### src/rtl/reg_stage.sv
// Two-entry skid register stage (main + skid) with ready/valid handshakes on both sides.
// Optional synchronous flush port enabled by defining REG_STAGE_FLUSH_EN.
module reg_stage #(
  parameter int unsigned      WIDTH = 8,
  parameter logic [WIDTH-1:0] RVAL  = '0
) (
  input  logic             clk,
  input  logic             reset,
  input  logic [WIDTH-1:0] in_data,
  input  logic             in_valid,
  output logic             in_ready,
  output logic [WIDTH-1:0] out_data,
  output logic             out_valid,
  input  logic             out_ready,
`ifdef REG_STAGE_FLUSH_EN
  input  logic             flush,
`endif
  output logic [1:0]       occupancy
);

  typedef enum logic [1:0] {
    EMPTY = 2'd0,
    ONE   = 2'd1,
    TWO   = 2'd2
  } state_t;

  state_t           state, state_n;
  logic [WIDTH-1:0] main_q, main_n;
  logic [WIDTH-1:0] skid_q, skid_n;
  logic             flush_i;
  logic             in_fire, out_fire;

`ifdef REG_STAGE_FLUSH_EN
  assign flush_i = flush;
`else
  assign flush_i = 1'b0;
`endif

  // Handshake outputs depend on state (and flush) only, never on out_ready.
  assign in_ready  = (state != TWO)   && !flush_i;
  assign out_valid = (state != EMPTY) && !flush_i;
  assign out_data  = main_q;
  assign in_fire   = in_valid  && in_ready;
  assign out_fire  = out_valid && out_ready;

  always_comb begin
    case (state)
      EMPTY:   occupancy = 2'd0;
      ONE:     occupancy = 2'd1;
      TWO:     occupancy = 2'd2;
      default: occupancy = 2'd0;
    endcase
  end

  always_comb begin
    state_n = state;
    main_n  = main_q;
    skid_n  = skid_q;
    if (flush_i) begin
      state_n = EMPTY;
      main_n  = RVAL;
      skid_n  = RVAL;
    end else begin
      case (state)
        EMPTY: begin
          if (in_fire) begin
            state_n = ONE;
            main_n  = in_data;
          end
        end
        ONE: begin
          if (in_fire && out_fire) begin
            main_n = in_data;
          end else if (in_fire) begin
            state_n = TWO;
            skid_n  = in_data;
          end else if (out_fire) begin
            state_n = EMPTY;
          end
        end
        TWO: begin
          if (out_fire) begin
            state_n = ONE;
            main_n  = skid_q;
          end
        end
        default: begin
          state_n = EMPTY;
          main_n  = RVAL;
          skid_n  = RVAL;
        end
      endcase
    end
  end

  always_ff @(posedge clk or negedge reset) begin
    if (!reset) begin
      state  <= EMPTY;
      main_q <= RVAL;
      skid_q <= RVAL;
    end else begin
      state  <= state_n;
      main_q <= main_n;
      skid_q <= skid_n;
    end
  end

endmodule
### config.mk
export PLATFORM = sky130hd
export DESIGN_NAME = reg_stage
export DESIGN_NICKNAME = d
export VERILOG_FILES = /design/src/rtl/reg_stage.sv
export SDC_FILE = /design/constraint.sdc
export NUM_CORES = 1
export LEC_CHECK = 0
export ABC_AREA = 1
export BUFFER_PORTS_ARGS = -buffer_cell sky130_fd_sc_hd__buf_4
export CAP_MARGIN = 10
export CORE_UTILIZATION = 49
export CTS_BUF_LIST = sky130_fd_sc_hd__clkbuf_8
export DETAILED_ROUTE_END_ITERATION = 7
export GPL_TIMING_DRIVEN = 0
export PLACE_DENSITY = 0.77
export SYNTH_ARGS = -nofsm -noshare
export SYNTH_HDL_FRONTEND = slang
export SYNTH_SLANG_ARGS = --single-unit
### constraint.sdc
create_clock -name clk -period 1 [get_ports clk]
set_input_delay 0.1 -clock clk [delete_from_list [all_inputs] [get_ports clk]]
set_output_delay 0.1 -clock clk [all_outputs]
set_load 0.005 [all_outputs]
==> out/metrics.yaml <==
crit_slowest_cell: "dfrtp_2"
tns_ns: -4.90
gp_congestion: 0.790
clkTransAtPathRegs_ns: 0.07
p_leak_nw: 0.688
fin_util_pct: 76.4
crit_cells: 5
drive_above_1_share_pct: 43.0
clock_sinks: 18
cp_cell_sequence: "nor2_4 > nand3_2 > nand2_4 > clkbuf_16 > o21ai_2"
worstRegToRegCells: 5
final_common_cell: "nand2_1"
fin_skew_ns: 0.00171
timing.final.ws_setup_ns: -0.269
die_h_um: 46.3
ios: 24
synth_cell_types: 21
io_buffers: 23
post-place-cells: 164
grtUsageTotal_pct: 22.4
grt_setup_unrepaired: "true"
synth_fp_nets: 128
holdPathStages: 2
drc: 0
finalSetupViolations: 22
hpwlAfterDp_mm: 1.43
initial_core_util_pct: 54.0
ctsLongestPathBuffers: 2
synth_top_cell_area_share_pct: 46.8
yosys_warnings: 0
antenna_cells: 0
min_path_type: "in -> reg"
slew_violations: 0
cp-end-kind: "flop"
clock_latency_ns: 0.25
violations: "negative setup slack"
fp.dieArea_sq_um: 2150
grt_pass1_wl_mm: 3.35
p_int_mw: 2.48
cts-root-buf: "clkbuf_8"
area.growth.synth_to_final_pct: 41.3
net-switching-power_mw: 1.54
critPathMaxStageDelay_ns: 0.49
worstSetupPathType: "reg -> reg"
worstMarginPinSlew_ns: 0.338
grt_overflow: 0
pwr-share-seq_pct: 32.1
fin_crit_sh_pct: 127
grt_max_degree: 19
first_iter_violations: 40
die_x_um: 46.3
final_cell_mix: "37 x nand2_1, 23 x buf_4, 17 x dfrtp_1"
cp.required_ns: 1.14
max-slew-margin-rel_pct: 77.4
core_sq_um: 1780
syn_area_sq_um: 963
firstDrtPassIters: 4
dpl_cell_area_sq_um: 1170
finalInstanceArea_sq_um: 1360
period_needed_ns: 1.27
power_frac_comb_pct: 53.4
num_vias: 873
path_max_fanout: 8
ant_nets: 0
cp_num_buf_inv: 1
fin_nets: 164
hold_viol_final: 0
cap_viol_max_count: 0
ir_drop_v: 0.00193
cp.arrival_ns: 1.41
path_delay_family: "flip-flops"
synthTopCellsByArea: "dfrtp_1 47%, nand2_1 17%, o21ai_2 7.3%, nand3_1 5.2%, inv_1 5.1%"
synth_area_leader_cell: "dfrtp_1"
cts_buffers: 3
rows: 15
vias_per_cell: 4.96
powerDensity_nw_per_um2: 2960
wirelength_mm: 2.23
cts_tree: "done"
antenna_found_initial: 0
hold_ws_ns: 0.0298
outcome: "complete, but fails checks"
fin_cells: 176
wl_per_cell_um: 12.6
yosys_register_bits: 18
grt_pass1_vias: 759
syn_inst: 116
htree_levels: 1
fmax_mhz: 788
cp-start-kind: "flop"
synth_seq_area_share_pct: 46.8
total_power_mw: 4.03
power.share.clock_pct: 14.5
avgSynthCellArea_sq_um: 8.31
rrSetupSlack_ns: -0.27
swShare_pct: 38.3
place_worst_setup_slack_ns: -0.202
-- cell usage after synthesis, drive strengths merged --
cell type,number
a21oi,3
a31oi,1
buf,3
dfrtp,18
inv,15
nand2,45
nand3,12
nor2,2
o21ai,17
-- logic make-up after synthesis --
group                  share of synthesized area [%]
buffers and inverters                           8.57
DFF                                             46.8
and+or+nand+nor                                 28.2
AOI/OAI and AO/OA                               16.5
-- metal layers --
metal	wire length [um]	vias to the layer above	track usage, %
met4	10	0	7.06
met2	1110	24	36.1
met3	90	2	3.53
met1	1020	409	30.3
li1	-	438	-
met5	0	-	0
-- flip-flops by register name, indices dropped and copies added, names as in the netlist --
| signal | flops |
|---|---|
| out_data | 8 |
| skid_q | 8 |
| state | 2 |
-- power groups by stage --
stage / clock, mW / combinational, mW / sequential [mW]
floorplan: 0 / 1.13 / 1.27
global placement: 0 / 1.68 / 1.27
finish: 0.584 / 2.15 / 1.29
detailed placement: 0 / 1.73 / 1.29
CTS: 0.587 / 1.99 / 1.28
global route: 0.617 / 2.38 / 1.33
-- path summary, 6_finish.rpt --
kind                               end   startpoint
max                          skid_q[4]     state[1]
min                           state[1]    out_ready
max reg2reg                  skid_q[4]     state[1]
min reg2reg                out_data[0]  out_data[0]
max in group asynchronous     state[1]        reset
min in group asynchronous  out_data[1]        reset
-- timing repair --
item                       4_1_cts  5_1_grt
buffers inserted                 5        0
pin swaps                        4        6
gates resized for setup          9        8
gates cloned                     1        1
setup endpoints to repair       22       22
hold buffers                     1        0
hold endpoints to repair        18        0
-- final cells by class --
cell class	instances	area [sq um]
Fill cell	117	422
Tap cell	25	31.3
Inverter	15	58.8
Sequential cell	18	452
Multi-Input combinational cell	81	463
Buffer	3	37.5
Timing Repair Buffer	30	264
Clock buffer	4	55.1
-- worst register-to-register path, stage by stage, from the launching register on --
cell and delay [ns]:
dfrtp_2 0.49, nor2_4 0.19, nand3_2 0.12, nand2_4 0.14
clkbuf_16 0.17, o21ai_2 0.05
(Power assumes the default switching activity.)
